**config.mk**
```make
export PLATFORM = sky130hd
export DESIGN_NAME = vram_arbiter_flat
export DESIGN_NICKNAME = d
export VERILOG_FILES = /design/src/rtl/vram_arbiter_pkg.sv /design/src/rtl/vram_arbiter_if.sv /design/src/rtl/vram_arbiter.sv /design/src/flat_wrapper.sv
export SDC_FILE = /design/constraint.sdc
export NUM_CORES = 1
export LEC_CHECK = 0
export CELL_PAD_IN_SITES_DETAIL_PLACEMENT = 0
export CELL_PAD_IN_SITES_GLOBAL_PLACEMENT = 1
export CORE_AREA = 2 2 79 81
export CTS_BUF_LIST = sky130_fd_sc_hd__clkbuf_16
export DETAILED_ROUTE_END_ITERATION = 16
export DIE_AREA = 0 0 81 83
export DONT_BUFFER_PORTS = 1
export PLACE_DENSITY_LB_ADDON = 0.1
export SLEW_MARGIN = 20
export SYNTH_ARGS = -nofsm -noshare
export SYNTH_HDL_FRONTEND = slang
export SYNTH_SLANG_ARGS = --single-unit
```
**constraint.sdc**
```tcl
create_clock -name clk -period 3.2 [get_ports clk]
set_input_delay 0.32 -clock clk [delete_from_list [all_inputs] [get_ports clk]]
set_output_delay 0.32 -clock clk [all_outputs]
set_load 0.02 [all_outputs]
```
**src/rtl/vram_arbiter_pkg.sv**
```systemverilog
// Shared VRAM definitions: default geometry, CPU-side FSM states and the
// starvation-counter width helper.
package vram_pkg;

    localparam int unsigned VramAw = 11;
    localparam int unsigned VramDw = 32;

    typedef enum logic [1:0] {
        StIdle,
        StWait,
        StAck
    } cpu_state_e;

    // A limit of 0 disables forcing but still needs a legal 1-bit counter.
    function automatic int unsigned starve_cnt_w(input int unsigned limit);
        return (limit == 0) ? 1 : $clog2(limit + 1);
    endfunction

endpackage

```
**src/rtl/vram_arbiter_if.sv**
```systemverilog
// Bundle of the graphics, CPU and RAM-side signals around the VRAM arbiter.
interface vram_arbiter_if #(
    parameter int unsigned AW = vram_pkg::VramAw,
    parameter int unsigned DW = vram_pkg::VramDw
);
    logic          gfx_req_i;
    logic [AW-1:0] gfx_addr_i;
    logic          gfx_valid_o;
    logic [DW-1:0] gfx_rdata_o;
    logic          gfx_denied_o;

    logic          cpu_valid_i;
    logic [3:0]    cpu_wstrb_i;
    logic [AW-1:0] cpu_addr_i;
    logic [DW-1:0] cpu_wdata_i;
    logic          cpu_ready_o;
    logic [DW-1:0] cpu_rdata_o;

    logic [AW-1:0] ram_addr_o;
    logic [3:0]    ram_we_o;
    logic [DW-1:0] ram_wdata_o;
    logic [DW-1:0] ram_rdata_i;

    // Arbiter side.
    modport slave (
        input  gfx_req_i, gfx_addr_i, cpu_valid_i, cpu_wstrb_i, cpu_addr_i, cpu_wdata_i,
        input  ram_rdata_i,
        output gfx_valid_o, gfx_rdata_o, gfx_denied_o, cpu_ready_o, cpu_rdata_o,
        output ram_addr_o, ram_we_o, ram_wdata_o
    );

    // Requesters and RAM side.
    modport master (
        output gfx_req_i, gfx_addr_i, cpu_valid_i, cpu_wstrb_i, cpu_addr_i, cpu_wdata_i,
        output ram_rdata_i,
        input  gfx_valid_o, gfx_rdata_o, gfx_denied_o, cpu_ready_o, cpu_rdata_o,
        input  ram_addr_o, ram_we_o, ram_wdata_o
    );

endinterface

```
**src/rtl/vram_arbiter.sv**
```systemverilog
// Single-port VRAM arbiter: fixed-priority pipelined graphics reads, CPU accesses
// in idle cycles, with an optional starvation limit that forces one CPU slot.
module vram_arbiter
    import vram_pkg::*;
#(
    parameter int unsigned AW           = VramAw,
    parameter int unsigned DW           = VramDw,
    parameter int unsigned STARVE_LIMIT = 0
) (
    input logic           clk,
    input logic           rst,
    vram_arbiter_if.slave bus
);

    localparam int unsigned     CntW  = starve_cnt_w(STARVE_LIMIT);
    localparam logic [CntW-1:0] Limit = CntW'(STARVE_LIMIT);

    cpu_state_e    state_q, state_d;
    logic [CntW-1:0] blk_cnt_q, blk_cnt_d;
    logic [DW-1:0] cpu_rdata_q, cpu_rdata_d;
    logic          gfx_valid_q;

    logic force_slot;
    logic cpu_take;
    logic gfx_grant;

    always_comb begin
        force_slot = (STARVE_LIMIT != 0) && (blk_cnt_q == Limit);
        cpu_take   = (state_q == StIdle) && bus.cpu_valid_i && (!bus.gfx_req_i || force_slot);
        gfx_grant  = bus.gfx_req_i && !cpu_take;
    end

    always_comb begin
        state_d     = state_q;
        cpu_rdata_d = cpu_rdata_q;
        case (state_q)
            StIdle: if (cpu_take) state_d = StWait;
            StWait: begin
                state_d     = StAck;
                cpu_rdata_d = bus.ram_rdata_i;
            end
            StAck:   state_d = StIdle;
            default: state_d = StIdle;
        endcase
    end

    // Counts only cycles in which a pending CPU request lost to graphics.
    always_comb begin
        blk_cnt_d = blk_cnt_q;
        if (cpu_take || !bus.cpu_valid_i) begin
            blk_cnt_d = '0;
        end else if (state_q == StIdle && gfx_grant) begin
            blk_cnt_d = blk_cnt_q + CntW'(1);
        end
    end

    always_comb begin
        bus.ram_addr_o  = '0;
        bus.ram_we_o    = '0;
        bus.ram_wdata_o = '0;
        if (cpu_take) begin
            bus.ram_addr_o  = bus.cpu_addr_i;
            bus.ram_we_o    = bus.cpu_wstrb_i;
            bus.ram_wdata_o = bus.cpu_wdata_i;
        end else if (gfx_grant) begin
            bus.ram_addr_o = bus.gfx_addr_i;
        end
    end

    always_comb begin
        bus.gfx_valid_o  = gfx_valid_q;
        bus.gfx_rdata_o  = bus.ram_rdata_i;
        bus.gfx_denied_o = bus.gfx_req_i && cpu_take;
        bus.cpu_ready_o  = (state_q == StAck);
        bus.cpu_rdata_o  = cpu_rdata_q;
    end

    always_ff @(posedge clk) begin
        if (rst) begin
            state_q     <= StIdle;
            blk_cnt_q   <= '0;
            cpu_rdata_q <= '0;
            gfx_valid_q <= 1'b0;
        end else begin
            state_q     <= state_d;
            blk_cnt_q   <= blk_cnt_d;
            cpu_rdata_q <= cpu_rdata_d;
            gfx_valid_q <= gfx_grant;
        end
    end

endmodule

```
**src/flat_wrapper.sv**
```systemverilog
// flat-port wrapper written by rule: the top's interface ports become plain ports
module vram_arbiter_flat import vram_pkg::*;
#(
    parameter int unsigned AW           = VramAw,
    parameter int unsigned DW           = VramDw,
    parameter int unsigned STARVE_LIMIT = 0
)
  (clk, rst, bus_gfx_req_i, bus_gfx_addr_i, bus_cpu_valid_i, bus_cpu_wstrb_i, bus_cpu_addr_i, bus_cpu_wdata_i, bus_ram_rdata_i, bus_gfx_valid_o, bus_gfx_rdata_o, bus_gfx_denied_o, bus_cpu_ready_o, bus_cpu_rdata_o, bus_ram_addr_o, bus_ram_we_o, bus_ram_wdata_o);
  vram_arbiter_if #(.AW(AW), .DW(DW)) bus_i ();
  input logic clk;
  input logic rst;
  input wire logic [$bits(bus_i.gfx_req_i)-1:0] bus_gfx_req_i;
  input wire logic [$bits(bus_i.gfx_addr_i)-1:0] bus_gfx_addr_i;
  input wire logic [$bits(bus_i.cpu_valid_i)-1:0] bus_cpu_valid_i;
  input wire logic [$bits(bus_i.cpu_wstrb_i)-1:0] bus_cpu_wstrb_i;
  input wire logic [$bits(bus_i.cpu_addr_i)-1:0] bus_cpu_addr_i;
  input wire logic [$bits(bus_i.cpu_wdata_i)-1:0] bus_cpu_wdata_i;
  input wire logic [$bits(bus_i.ram_rdata_i)-1:0] bus_ram_rdata_i;
  output wire logic [$bits(bus_i.gfx_valid_o)-1:0] bus_gfx_valid_o;
  output wire logic [$bits(bus_i.gfx_rdata_o)-1:0] bus_gfx_rdata_o;
  output wire logic [$bits(bus_i.gfx_denied_o)-1:0] bus_gfx_denied_o;
  output wire logic [$bits(bus_i.cpu_ready_o)-1:0] bus_cpu_ready_o;
  output wire logic [$bits(bus_i.cpu_rdata_o)-1:0] bus_cpu_rdata_o;
  output wire logic [$bits(bus_i.ram_addr_o)-1:0] bus_ram_addr_o;
  output wire logic [$bits(bus_i.ram_we_o)-1:0] bus_ram_we_o;
  output wire logic [$bits(bus_i.ram_wdata_o)-1:0] bus_ram_wdata_o;
  assign bus_i.gfx_req_i = bus_gfx_req_i;
  assign bus_i.gfx_addr_i = bus_gfx_addr_i;
  assign bus_i.cpu_valid_i = bus_cpu_valid_i;
  assign bus_i.cpu_wstrb_i = bus_cpu_wstrb_i;
  assign bus_i.cpu_addr_i = bus_cpu_addr_i;
  assign bus_i.cpu_wdata_i = bus_cpu_wdata_i;
  assign bus_i.ram_rdata_i = bus_ram_rdata_i;
  assign bus_gfx_valid_o = bus_i.gfx_valid_o;
  assign bus_gfx_rdata_o = bus_i.gfx_rdata_o;
  assign bus_gfx_denied_o = bus_i.gfx_denied_o;
  assign bus_cpu_ready_o = bus_i.cpu_ready_o;
  assign bus_cpu_rdata_o = bus_i.cpu_rdata_o;
  assign bus_ram_addr_o = bus_i.ram_addr_o;
  assign bus_ram_we_o = bus_i.ram_we_o;
  assign bus_ram_wdata_o = bus_i.ram_wdata_o;
  vram_arbiter #(.AW(AW), .DW(DW), .STARVE_LIMIT(STARVE_LIMIT)) u_core (.clk(clk), .rst(rst), .bus(bus_i));
endmodule
```
# After elaboration in Yosys (flattened, before gate mapping)
# Index checks and enable logic that the tools add are counted.
[totals]
ff_bits = 35
inputBits = 94
output_inout_bits = 114
wordCells = 19
[op_classes]
eq_ne = 3
muxes = 6
reduce_logical = 7
[ops]
columns = ["operator", "count"]
rows = [
  ["32-bit 2-to-1 mux", 1],
  ["11-bit 2-to-1 mux", 2],
  ["1-bit logical AND", 4],
  ["4-bit 2-to-1 mux", 1],
  ["2-bit one-hot mux with 2 select lines", 1],
  ["2-bit by 1-bit equality test with 1-bit output, second input constant", 1],
  ["2-bit equality test, second input constant", 1],
  ["1-bit zero test", 2],
  ["2-bit zero test", 1],
  ["2-bit 2-to-1 mux", 1],
  ["2-bit by 1-bit != test with 1-bit output, second input constant", 1],
]

# Depth between registers and ports, before layout
# Gate-level depths: netlist (run 1).
[depth]
depth_word = 7
depth_mapped = 5
ltp_nobuf = 3

# Least setup slack after synthesis (run 1)
# No wires, ideal clock.
[synth_path]
path_kind = "flip-flop to output port"
from = "reg u_core.state_q[1]"
to = "out bus_ram_addr_o[0]"
arrival_ns = 1.310
required_time_ns = 2.880
path_slack_ns = 1.570
stages_incl_launch_ff = 5
n_path_buf = 1
cell_sequence = "dfxtp_1 -> nor3b_1 -> buf_2 -> nand2_1 -> o21ai_0"
[synth_between]
elab_chain_len = 7
[synth_lines]
columns = ["element", "line_no", "text"]
rows = [
  ["start: declaration", "vram_arbiter.sv:18", "cpu_state_e state_q, state_d;"],
  ["start signal: assignment", "vram_arbiter.sv:80", "state_q <= StIdle;"],
  ["start signal: assignment", "vram_arbiter.sv:85", "state_q <= state_d;"],
  ["2-bit zero test *", "-", ""],
  ["1-bit logical AND * (2 in a row)", "vram_arbiter.sv:29", "cpu_take = (state_q == StIdle) && bus.cpu_valid_i && (!bus.gfx_req_i || force_slot);"],
  ["1-bit zero test", "vram_arbiter.sv:30", "gfx_grant = bus.gfx_req_i && !cpu_take;"],
  ["1-bit logical AND", "vram_arbiter.sv:30", ""],
  ["11-bit 2-to-1 mux", "vram_arbiter.sv:65", "end else if (gfx_grant) begin"],
  ["11-bit 2-to-1 mux *", "vram_arbiter.sv:61", "if (cpu_take) begin"],
  ["end: declaration", "flat_wrapper.sv:24", "output wire logic [$bits(bus_i.ram_addr_o)-1:0] bus_ram_addr_o;"],
]
# Every way passes the cells marked *; elsewhere a longest branch is shown, timed or not.

# Worst setup path after layout (run 1)
[layout_path]
from = "reg u_core.state_q[1]"
to = "out bus_ram_wdata_o[24]"
[layout_between]
elab_chain_len = 4
[layout_lines]
columns = ["element", "line_no", "text"]
rows = [
  ["2-bit zero test", "-", ""],
  ["1-bit logical AND (2 in a row)", "vram_arbiter.sv:29", ""],
  ["32-bit 2-to-1 mux", "vram_arbiter.sv:61", ""],
  ["end: declaration", "flat_wrapper.sv:26", "output wire logic [$bits(bus_i.ram_wdata_o)-1:0] bus_ram_wdata_o;"],
]
# No other way between the ends.

==> flow_metrics.env, run 1 <==
export IMPL_fmax_ghz=0.475
export IMPL_min_period_ns=2.10
export IMPL_area_delta_synth_final_pct=-1.74
export IMPL_antenna_left=0
export IMPL_synth_seq_cells=35
export IMPL_final_common_cell="nand2_1"
export IMPL_dieArea_um2=6720
export IMPL_maxSlewViolCount=0
export IMPL_required_ns=2.88
export IMPL_syn_area_per_cell_um2=7.18
export IMPL_crit_path_cell_trace="nor4b_4 > buf_6 > and2_1"
export IMPL_cts_tree="done"
export IMPL_crit_buf_inv=1
export IMPL_initial_core_util_pct=32.1
export IMPL_die_x_um=81
export IMPL_setup_viol_count_final=0
export IMPL_power_density_nw_per_um2=620
export IMPL_max_slew_margin_pct=55.9
export IMPL_leakagePower_nw=0.667
export IMPL_utilization_pct=31.6
export IMPL_multi_input_area_um2=838
export IMPL_cts_sinks=35
export IMPL_fin_area_um2=1840
export IMPL_seq_area_um2=701
export IMPL_syn_instance_count=260
export IMPL_root_buffer="clkbuf_16"
export IMPL_hold_violations=0
export IMPL_synth_seq_area_share_pct=37.5
export IMPL_first_pass_iters=4
export IMPL_core_area_um2=5820
export IMPL_finClkSkew_ns=0.00244
export IMPL_drt_total_wl_um=5050
export IMPL_crit_slowest_cell="nor4b_4"
export IMPL_ir_drop_uv=198
export IMPL_dpl_cell_area_um2=1650
export IMPL_slowest_delay_ns=0.64
export IMPL_status="finished clean"
export IMPL_nNetsFinal=314
export IMPL_grt_max_degree=38
export IMPL_grt_pass1_wl_um=7270
export IMPL_io_buffers=0
export IMPL_num_vias=1441
export IMPL_cpLargestDelayFamily="simple AND/OR/NAND/NOR gates"
export IMPL_die_h_um=83
export IMPL_drc=0
export IMPL_antenna_found_initial=0
export IMPL_cts_setup_buffers=0
export IMPL_ys_types=17
export IMPL_ys_warn_count=0
export IMPL_clock_latency_ns=0.27
export IMPL_post_cts_resized=0
export IMPL_fin_crit_sh_pct=65.8
export IMPL_cts_buffers=5
export IMPL_rsz0062_at_grt="false"
export IMPL_fill_cells=631
export IMPL_place_gp_congestion=0.708
export IMPL_grt_pass1_vias=1347
export IMPL_core_rowCount=28
export IMPL_maxCapViolCount=0
export IMPL_syn_cell_area_um2=1870
export IMPL_track_usage_pct=14.0
export IMPL_num_antenna_cells=0
export IMPL_hold_path_class="primary input to flip-flop"
export IMPL_crit_type="flip-flop to output pin"
export IMPL_clkTransAtPathRegs_ns=0.06
export IMPL_pin_count=208
export IMPL_clk_path_buf_depth=2
export IMPL_drtIter0Drc=43
export IMPL_final_cell_mix="nand2_1, dfxtp_1, and2_1, a21oi_1, o21ai_0"
export IMPL_crit_fanout=20
export IMPL_fin_tns_setup_ns=0
export IMPL_tightest_slew_ns=0.655
export IMPL_syn_num_nets=354
export IMPL_critical_path_arrival_ns=1.78
export IMPL_drive_gt1_share_pct=7.24
export IMPL_wl_per_cell_um=17.1
export IMPL_timing_critical_path_from_type="flip-flop"
export IMPL_cts_hold_buf=0
export IMPL_grt_overflow_total=0
export IMPL_post_drt_via_cell_ratio=4.87
export IMPL_h_tree_depth=2
export IMPL_dp_hpwl_um=3800
export IMPL_end_kind="output pin"
## report_power, final
group / internal (mW) / switching [mW] / total [mW]
clock network: 0.367 / 0.183 / 0.549
logic: 0.0312 / 0.0798 / 0.111
registers: 0.451 / 0.0274 / 0.478
total: 0.849 / 0.290 / 1.14
## cell families after synthesis
| logic type | Yosys count | share of synthesized area, % |
|---|---|---|
| AND/OR/NAND/NOR | 130 | 33.1 |
| buffers and inverters | 51 | 17.7 |
| AO/OA/AOI/OAI | 43 | 11.5 |
| flip-flops | 35 | 37.5 |
| other | 1 | 0.201 |
## metrics by stage
step                worst slack, ns  power (mW)  instances  hold WS, ns
floorplan                      1.57       0.651        260        0.448
global placement               1.29       0.597        287        0.392
detailed placement             1.15       0.599        287        0.395
CTS                           0.839        1.16        295       0.0995
global route                  0.953        1.19        296       0.0961
finish                         1.10        1.14        296        0.109
## per-layer routing
layer	track usage [%]	wire length, µm	up-vias
met5	0	0	-
met4	4.31	27	0
met3	6.30	624	2
met2	23.4	2440	96
met1	15.7	1960	648
li1	-	-	695
## cell type report
type | count | share of cell area [%]
Multi-Input combinational cell | 174 | 45.7
Sequential cell | 35 | 38.2
Clock buffer | 5 | 6.82
Tap cell | 75 | 5.11
Clock inverter | 3 | 2.39
Timing Repair Buffer | 4 | 1.84
## flip-flops by register name, indices dropped and copies added (netlist names)
signal,cells
u_core.bus.cpu_rdata_o,32
u_core.bus.gfx_valid_o,1
u_core.state_q,2
## synthesized netlist by cell type
| cell | instances | area [µm²] |
|---|---|---|
| and2b_1 | 1 | 7.51 |
| nor2b_1 | 3 | 18.8 |
| nor2_1 | 1 | 3.75 |
| nand2_1 | 86 | 323 |
| buf_4 | 33 | 248 |
| nand2b_1 | 1 | 6.26 |
| conb_1 | 1 | 3.75 |
| dfxtp_1 | 35 | 701 |
| o21ai_0 | 11 | 55.1 |
| and2_2 | 2 | 15.0 |
| clkbuf_1 | 6 | 22.5 |
| nor4b_4 | 1 | 23.8 |
| clkbuf_2 | 3 | 15.0 |
| nor3b_1 | 1 | 7.51 |
| a21oi_1 | 32 | 160 |
| buf_2 | 9 | 45.0 |
| and2_1 | 34 | 213 |
## final timing paths
check	startpoint	end	slack [ns]	cells past startpoint
worst min-delay path	rst	u_core.bus.cpu_rdata_o[8]$_SDFFE_PP0N_	0.11	1
worst max register to register	u_core.state_q[1]$_SDFFE_PP0P_	u_core.state_q[0]$_SDFFE_PP0P_	1.78	3
worst min register to register	u_core.bus.cpu_rdata_o[29]$_SDFFE_PP0N_	u_core.bus.cpu_rdata_o[29]$_SDFFE_PP0N_	0.55	2
worst max-delay path	u_core.state_q[1]$_SDFFE_PP0P_	bus_ram_wdata_o[24]	1.10	3
## worst reg2reg max path: stages (launching register included)
cell and delay (ns):
dfxtp_1 0.35, nor4b_4 0.64, buf_6 0.24, nor2b_1 0.13
Note: power is estimated with default switching activity, not from simulation.
==> inputs of run 2 (changes only) <==
CORE_AREA = 2 2 80 82   (was 2 2 79 81)
DIE_AREA = 0 0 82 84   (was 0 0 81 83)
clock period = 1.8 ns   (was 3.2 ns; I/O delays follow)
==> flow_metrics.env, run 2 (synthesized netlist as in run 1, its figures left out) <==
export IMPL_setup_viol_count_final=0
export IMPL_core_area_um2=6100
export IMPL_io_buffers=0
export IMPL_cts_tree="done"
export IMPL_power_density_nw_per_um2=1070
export IMPL_grt_pass1_wl_um=7150
export IMPL_pin_count=208
export IMPL_clkTransAtPathRegs_ns=0.06
export IMPL_pwr_share_comb_pct=11.6
export IMPL_crit_type="flip-flop to output pin"
export IMPL_cts_sinks=35
export IMPL_maxCapViolCount=0
export IMPL_first_pass_iters=3
export IMPL_grt_pass1_vias=1426
export IMPL_num_vias=1509
export IMPL_switchingPower_mw=0.549
export IMPL_place_inst=302
export IMPL_critical_path_arrival_ns=1.46
export IMPL_hold_path_class="primary input to flip-flop"
export IMPL_dp_hpwl_um=3800
export IMPL_finClkSkew_ns=0.00544
export IMPL_hold_violations=0
export IMPL_leakagePower_nw=0.738
export IMPL_final_common_cell="nand2_1"
export IMPL_antenna_left=0
export IMPL_final_cell_mix="nand2_1, dfxtp_1, and2_1, a21oi_1, buf_4"
export IMPL_antenna_found_initial=0
export IMPL_dpl_cell_area_um2=1750
export IMPL_root_buffer="clkbuf_16"
export IMPL_place_gp_congestion=0.675
export IMPL_ir_drop_uv=643
export IMPL_crit_fanout=11
export IMPL_dieArea_um2=6890
export IMPL_p_clk_share_pct=47.7
export IMPL_grt_overflow_total=0
export IMPL_rsz0062_at_grt="false"
export IMPL_track_usage_pct=13.7
export IMPL_power_frac_seq_pct=40.7
export IMPL_clk_path_buf_depth=2
export IMPL_end_kind="output pin"
export IMPL_drive_gt1_share_pct=12.0
export IMPL_area_delta_synth_final_pct=4.22
export IMPL_p_sw_share_pct=26.3
export IMPL_min_period_ns=1.64
export IMPL_drt_total_wl_um=4970
export IMPL_grt_max_degree=38
export IMPL_total_power_mw=2.09
export IMPL_maxSlewViolCount=0
export IMPL_fin_area_um2=1950
export IMPL_core_rowCount=29
export IMPL_utilization_pct=31.9
export IMPL_clock_latency_ns=0.28
export IMPL_fill_cells=672
export IMPL_drtIter0Drc=48
export IMPL_fin_tns_setup_ns=0
export IMPL_post_drt_via_cell_ratio=4.85
export IMPL_fin_cells=311
export IMPL_h_tree_depth=2
export IMPL_die_h_um=84
export IMPL_largest_reg_flops=32
export IMPL_initial_core_util_pct=30.6
export IMPL_num_antenna_cells=0
export IMPL_fmax_ghz=0.609
export IMPL_required_ns=1.62
export IMPL_cts_buffers=5
export IMPL_timing_critical_path_from_type="flip-flop"
export IMPL_status="finished clean"
export IMPL_drc=0
export IMPL_wl_per_cell_um=16.0
export IMPL_die_x_um=82
export IMPL_power_internal_mw=1.54
export IMPL_nNetsFinal=327
export IMPL_fin_crit_sh_pct=91.2
## run 2: final timing paths
check,startpoint,endpoint,slack (ns),cells past startpoint
worst min register to register,u_core.bus.cpu_rdata_o[18]$_SDFFE_PP0N_,u_core.bus.cpu_rdata_o[18]$_SDFFE_PP0N_,0.56,2
worst max register to register,u_core.state_q[1]$_SDFFE_PP0P_,u_core.bus.cpu_rdata_o[4]$_SDFFE_PP0N_,0.62,4
worst min-delay path,bus_ram_rdata_i[0],u_core.bus.cpu_rdata_o[0]$_SDFFE_PP0N_,0.03,2
worst max-delay path,u_core.state_q[1]$_SDFFE_PP0P_,bus_ram_addr_o[8],0.16,5
## run 2: power by group through the flow
stage / clock (mW) / sequential [mW] / combinational, mW
detailed placement: 0 / 0.867 / 0.226
global route: 1.07 / 0.853 / 0.266
CTS: 1.03 / 0.850 / 0.243
global placement: 0 / 0.867 / 0.223
finish: 0.996 / 0.849 / 0.241
floorplan: 0 / 0.861 / 0.296
## run 2: through the flow
stage,hold WS [ns],setup slack (ns)
after CTS,0.0248,0.0843
after global routing,0.0270,0.0492
final,0.0303,0.158
after floorplan,0.308,0.310
after detailed placement,0.256,0.399
after global placement,0.256,0.413
## run 2: cell type report
type	instances	area, µm²	share of cell area, %
flip-flops and latches	35	701	36.0
clock inverters	3	43.8	2.25
repair buffers	17	144	7.39
multi-input cells	174	837	43.0
clock buffers	5	125	6.43
well taps	77	96.3	4.95
## run 2: worst max-delay path: stages (launching register included)
cell	delay [ns]
dfxtp_1	0.35
nor3b_1	0.22
buf_4	0.21
nand2_1	0.06
o21ai_0	0.17
buf_4	0.18
## run 2: routing by layer
layer	wire length [µm]	global-route usage [%]	up-vias
met4	91	5.76	0
li1	-	-	721
met1	1890	15.5	686
met2	2430	22.4	92
met3	557	5.41	10
met5	0	0	-
## run 2: repair_timing
action / CTS / global route
hold endpoints to repair: 35 / 0
resized for setup: 0 / 3
buffers inserted: 0 / 0
hold buffers: 1 / 0
setup endpoints to repair: 0 / 3
==> RTL edit 1, RTL diff (settings of run 2) <==
Make the reset (`rst`) asynchronous in one clocked block.
--- a/src/rtl/vram_arbiter.sv
+++ b/src/rtl/vram_arbiter.sv
@@ -76,5 +76,5 @@
     end
 
-    always_ff @(posedge clk) begin
+    always_ff @(posedge clk or posedge rst) begin
         if (rst) begin
             state_q     <= StIdle;
Behaviour: differs if rst is asserted again (counterexample within 4 cycles, from zero or initial values and one cycle with rst high); with rst held inactive, the same outputs for 10 cycles.
==> RTL edit 1 against run 2 <==
  * Design area rose by 5.6%
  * Via count fell by 23%
  * Area after synthesis rose by 8.6%
  * Power rose by 20%
  * Sequential share of layout area rose by 6.7 points
  * Sequential cell count did not move
  * Clock power fell by 21%
  * Wire length rose by 1.8%
  * Worst setup slack got worse by 0.098 ns
  * Sequential power rose by 55%
  * Clock skew fell by 0.0021 ns
==> RTL edit 1: results (changes against run 2) <==
The fraction of final layout cells sized beyond drive strength 1 is 36.9% (was 12.0%). The logs give 13.7% (about the same) for the global-route usage over all layers and 5060 um (was 4970 um) for the total wirelength of the detailed-routed design. The HPWL reported at the end of detailed placement came out at 3920 um (was 3800 um).

The number of cells after detailed placement was 214 (was 302). The run gives 6810 um (was 7150 um) as the global-route wire length before repair. Synthesized netlist net count: 270 (was 354). Largest cells by area after synthesis: sky130_fd_sc_hd__dfrtp_1 (43%), sky130_fd_sc_hd__mux2_2 (18%), sky130_fd_sc_hd__buf_4 (12%) (was sky130_fd_sc_hd__dfxtp_1 (38%), sky130_fd_sc_hd__nand2_1 (17%), sky130_fd_sc_hd__buf_4 (13%)). The placed instance area was 0.00185 mm2 (was 0.00175 mm2).

The maximum vdd ir drop was 0.549 mV (was 0.643 mV); the via density per instance was 5.15 (was 4.85). Most used standard cells in the synthesized netlist: sky130_fd_sc_hd__dfrtp_1 (35), sky130_fd_sc_hd__buf_4 (33), sky130_fd_sc_hd__mux2_2 (32) (was sky130_fd_sc_hd__nand2_1 (86), sky130_fd_sc_hd__dfxtp_1 (35), sky130_fd_sc_hd__and2_1 (34)). The tools report the launching instance or port of the critical path as u_core.state_q[0] (was u_core.state_q[1]). The logs give 1.56 ns (was 1.46 ns) for the data arrival time of the critical path and 4 (was 3) for the first-pass iteration count of the detailed router.

The tools report the worst min-delay path startpoint as bus_ram_rdata_i[1] (was bus_ram_rdata_i[0]). The run finished with clean final reports. The distinct cell type count after synthesis was 15 (was 17); the final non-filler cell total was 226 (was 311). The highest net fanout along the worst path is 19 (was 11), and the fill cell instance count of the final layout is 626 (was 672). The tools report the clock distribution power as 0.788 mW (was 0.996 mW). The post-synthesis cell type with the largest combined area was sky130_fd_sc_hd__dfrtp_1 (was sky130_fd_sc_hd__dfxtp_1). The post-synthesis async set-or-reset flop share is 100% (was 0%), and the count of nets after finishing is 242 (was 327). The leakage power summed over all cells was 0.889 nW (was 0.738 nW); the sequential power share was 52.4% (was 40.7%). The synthesized area per cell works out to 11.5 um2 (was 7.18 um2). The tools report the via count of the first global-routing pass as 1154 (was 1426).
[RTL edit 1: cell types whose count changed in the layout (fill, tap and decap cells not counted), moves of 12 or more]
| cell | delta |
|---|---|
| sky130_fd_sc_hd__dfxtp_1 | -35 |
| sky130_fd_sc_hd__nand2_1 | -86 |
| sky130_fd_sc_hd__mux2_2 | +32 |
| sky130_fd_sc_hd__a21oi_1 | -32 |
| sky130_fd_sc_hd__dfrtp_1 | +34 |
| sky130_fd_sc_hd__buf_4 | -12 |
[RTL edit 1: worst paths after layout]
check,to,depth (start not counted),slack (ns)
min in group asynchronous,u_core.bus.cpu_rdata_o[25],2,0.40
max in group asynchronous,u_core.bus.cpu_rdata_o[24],3,0.88
min reg2reg,u_core.bus.cpu_rdata_o[0],1,0.66
min,u_core.bus.cpu_rdata_o[1],1,0.06
max reg2reg,u_core.bus.cpu_rdata_o[20],3,0.49
max,bus_ram_wdata_o[23],4,0.06
[RTL edit 1: area by class of cell]
class / instances / area share [%]
clock buffers: 5 / 6.09
clock inverters: 3 / 0.609
inverters: 2 / 0.365
multi-input cells: 95 / 39.4
flip-flops and latches: 35 / 42.7
well taps: 77 / 4.69
repair buffers: 9 / 6.21
[RTL edit 1: per-stage QoR]
step	util, %	power, mW	hold slack [ns]
CTS	33.0	2.55	0.0478
global placement	30.3	1.72	0.131
detailed placement	30.3	1.73	0.156
global route	33.7	2.67	0.0403
finish	33.7	2.51	0.0554
floorplan	-	1.75	0.278
[RTL edit 1: layer usage]
metal | vias up | routed length, um | part of all wire, % | global-route usage (%)
li1 | 482 | - | - | -
met1 | 562 | 1720 | 34 | 14.6
met2 | 112 | 2650 | 52 | 24.2
met3 | 8 | 610 | 12 | 5.41
met4 | 0 | 71 | 1.4 | 4.24
met5 | - | 0 | 0 | 0
[RTL edit 1: cell families (layout without fill, tap and decap cells)]
kind of cell           count (synthesis)  after routing  share of synthesized area, %
flip-flops                            35             35                          43.2
AND/OR/NAND/NOR                       51             51                          17.1
AO/OA/AOI/OAI                         11             11                          4.75
buffers and inverters                 46             19                          17.0
other                                  1              1                         0.185
multiplexers                          32             32                          17.8
[RTL edit 1: repair_timing]
item	CTS	global route
hold buffers	2	0
cloned	0	1
pin swaps	0	1
gates resized for setup	1	4
buffers inserted	0	1
endpoints found under the hold margin	13	0
endpoints found under the setup margin	16	8
[RTL edit 1: worst max-delay path, cell delays in order (launching register included)]
cell and delay, ns:
sky130_fd_sc_hd__dfrtp_2 0.43, sky130_fd_sc_hd__nor4b_4 0.25, sky130_fd_sc_hd__buf_4 0.18, sky130_fd_sc_hd__buf_12 0.13, sky130_fd_sc_hd__and2_1 0.29
==> RTL edit 2, RTL diff (flow settings as in run 2) <==
Without the edit above. Change the package constant `VramAw` from 11 to 13.
--- a/src/rtl/vram_arbiter_pkg.sv
+++ b/src/rtl/vram_arbiter_pkg.sv
@@ -3,5 +3,5 @@
 package vram_pkg;
 
-    localparam int unsigned VramAw = 11;
+    localparam int unsigned VramAw = 13;
     localparam int unsigned VramDw = 32;
 
Interface: changed (resized bus_cpu_addr_i, bus_gfx_addr_i and bus_ram_addr_o); port bits go from 208 to 214. The function was not compared with the original's and may differ.
==> RTL edit 2 against run 2 <==
  * Design area up 1.9%
  * Count of clock-buffer cells in the layout stayed put
  * Core utilization is 0.60 points higher
  * Synthesized cell count is 2.7% higher
  * Sequential cell count unchanged
  * First-iteration DRC count is 8.3% higher
  * Worst setup slack lost 0.040 ns
  * Area after synthesis rose by 1.7%
  * Sequential share of layout area is 0.66 points lower
  * Power shrank 1.3%
  * Wire length rose by 6.9%
  * Largest power group unchanged
==> RTL edit 2: results (changes against run 2) <==
The distinct cell type count after synthesis is 16 (was 17). For the met1 usage, the log shows 19.6% (was 15.5%). For the detailed router's first-iteration violation count, the log shows 52 (was 48). The tools report the worst min-delay path startpoint as bus_ram_rdata_i[3] (was bus_ram_rdata_i[0]). For the final-layout worst hold slack, the log shows 0.0359 ns (was 0.0303 ns). Largest cells by area after synthesis: sky130_fd_sc_hd__dfxtp_1 (37%), sky130_fd_sc_hd__nand2_1 (18%), sky130_fd_sc_hd__buf_4 (13%) (was sky130_fd_sc_hd__dfxtp_1 (38%), sky130_fd_sc_hd__nand2_1 (17%), sky130_fd_sc_hd__buf_4 (13%)).

The fill cell instance count of the final layout was 661 (was 672); the HPWL reported at the end of detailed placement was 4000 um (was 3800 um). The compound-gate portion of the synthesized area was 11.9% (was 11.5%). The fraction of final layout cells sized beyond drive strength 1 is 12.9% (was 12.0%), and the global-route usage over all layers is 13.9% (was 13.7%). The maximum number of buffers from clock root to sink came out at 2 (unchanged). Category of cells accounting for the largest share of critical-path delay: simple AND/OR/NAND/NOR gates (was buffers and inverters). The class of the tightest hold or removal check is in2reg (unchanged).

Most used standard cells in the synthesized netlist: sky130_fd_sc_hd__nand2_1 (90), sky130_fd_sc_hd__and2_1 (36), sky130_fd_sc_hd__dfxtp_1 (35) (was sky130_fd_sc_hd__nand2_1 (86), sky130_fd_sc_hd__dfxtp_1 (35), sky130_fd_sc_hd__and2_1 (34)). The global-route wire length before repair is 7140 um (was 7150 um), and the synthesized netlist net count is 365 (was 354). The register area share after synthesis was 36.9% (was 37.5%); the data arrival time of the critical path was 1.50 ns (was 1.46 ns). The tools report the placer congestion estimate as 0.823 (was 0.675). The run finished with clean final reports. The routing usage on met2 is 18.7% (was 22.4%), and the vias after detailed routing is 1529 (was 1509). The reg-to-reg setup timing slack was 0.54 ns (was 0.62 ns); the post-route clock skew was 0.00704 ns (was 0.00544 ns). The leakage power summed over all cells is 0.751 nW (was 0.738 nW), and the via count of the first global-routing pass is 1304 (was 1426).
==> RTL edit 2: cell types whose count changed after synthesis <==
cell                             run 2  this run
sky130_fd_sc_hd__and2_1             34        36
sky130_fd_sc_hd__and2_2              2         0
sky130_fd_sc_hd__and2b_1             1         0
sky130_fd_sc_hd__nor3b_1             1         0
sky130_fd_sc_hd__nand2_1            86        90
sky130_fd_sc_hd__nor3b_2             0         1
sky130_fd_sc_hd__o21ai_0            11        12
sky130_fd_sc_hd__buf_2               9        10
sky130_fd_sc_hd__o21ai_1             0         1
sky130_fd_sc_hd__nor2b_1             3         4
==> RTL edit 2: worst paths after layout <==
kind,cells after the start,to
setup / recovery,3,bus_ram_we_o[0]
hold / removal,2,u_core.bus.cpu_rdata_o[3]
setup reg to reg,4,u_core.bus.cpu_rdata_o[30]
hold reg to reg,2,u_core.bus.cpu_rdata_o[17]
==> RTL edit 2: layout make-up <==
class | count | area, um2 | share of cell area [%]
Timing Repair Buffer | 19 | 155 | 7.82
Clock buffer | 5 | 125 | 6.31
Tap cell | 77 | 96.3 | 4.86
Sequential cell | 35 | 701 | 35.3
Multi-Input combinational cell | 180 | 868 | 43.8
Clock inverter | 2 | 37.5 | 1.89
==> RTL edit 2: kinds of logic after synthesis <==
logic type,count (synthesis)
buffers and inverters,52
DFF,35
AOI/OAI and AO/OA,45
and+or+nand+nor,134
other,1
==> RTL edit 2: metrics by stage <==
step	cells	area (um2)	setup WS, ns
floorplan	267	1900	0.277
global placement	310	1800	0.396
detailed placement	310	1800	0.392
CTS	318	1980	0.0864
global route	318	1980	0.00407
finish	318	1980	0.118
==> RTL edit 2: routing by layer <==
layer | wire, um | share of wire (%)
met1 | 2320 | 44
met4 | 36 | 0.68
met5 | 0 | 0
met3 | 708 | 13
met2 | 2250 | 42
==> RTL edit 2: timing repair <==
action | in CTS | in global routing
endpoints found under the setup margin | 0 | 2
gates resized for setup | 0 | 2
hold endpoints to repair | 35 | 0
hold buffers | 1 | 0
==> RTL edit 2: worst reg2reg max path: stages, from the launching register on <==
cell,delay (ns)
sky130_fd_sc_hd__dfxtp_1,0.44
sky130_fd_sc_hd__nand2b_1,0.14
sky130_fd_sc_hd__buf_4,0.34
sky130_fd_sc_hd__nand2_1,0.10
sky130_fd_sc_hd__a21oi_1,0.17
==> RTL edit 2: power breakdown <==
| group | switching (mW) | internal (mW) | total (mW) |
|---|---|---|---|
| Sequential | 0.0484 | 0.802 | 0.850 |
| Clock | 0.308 | 0.644 | 0.953 |
| Combinational | 0.168 | 0.0883 | 0.256 |
| Total | 0.524 | 1.53 | 2.06 |
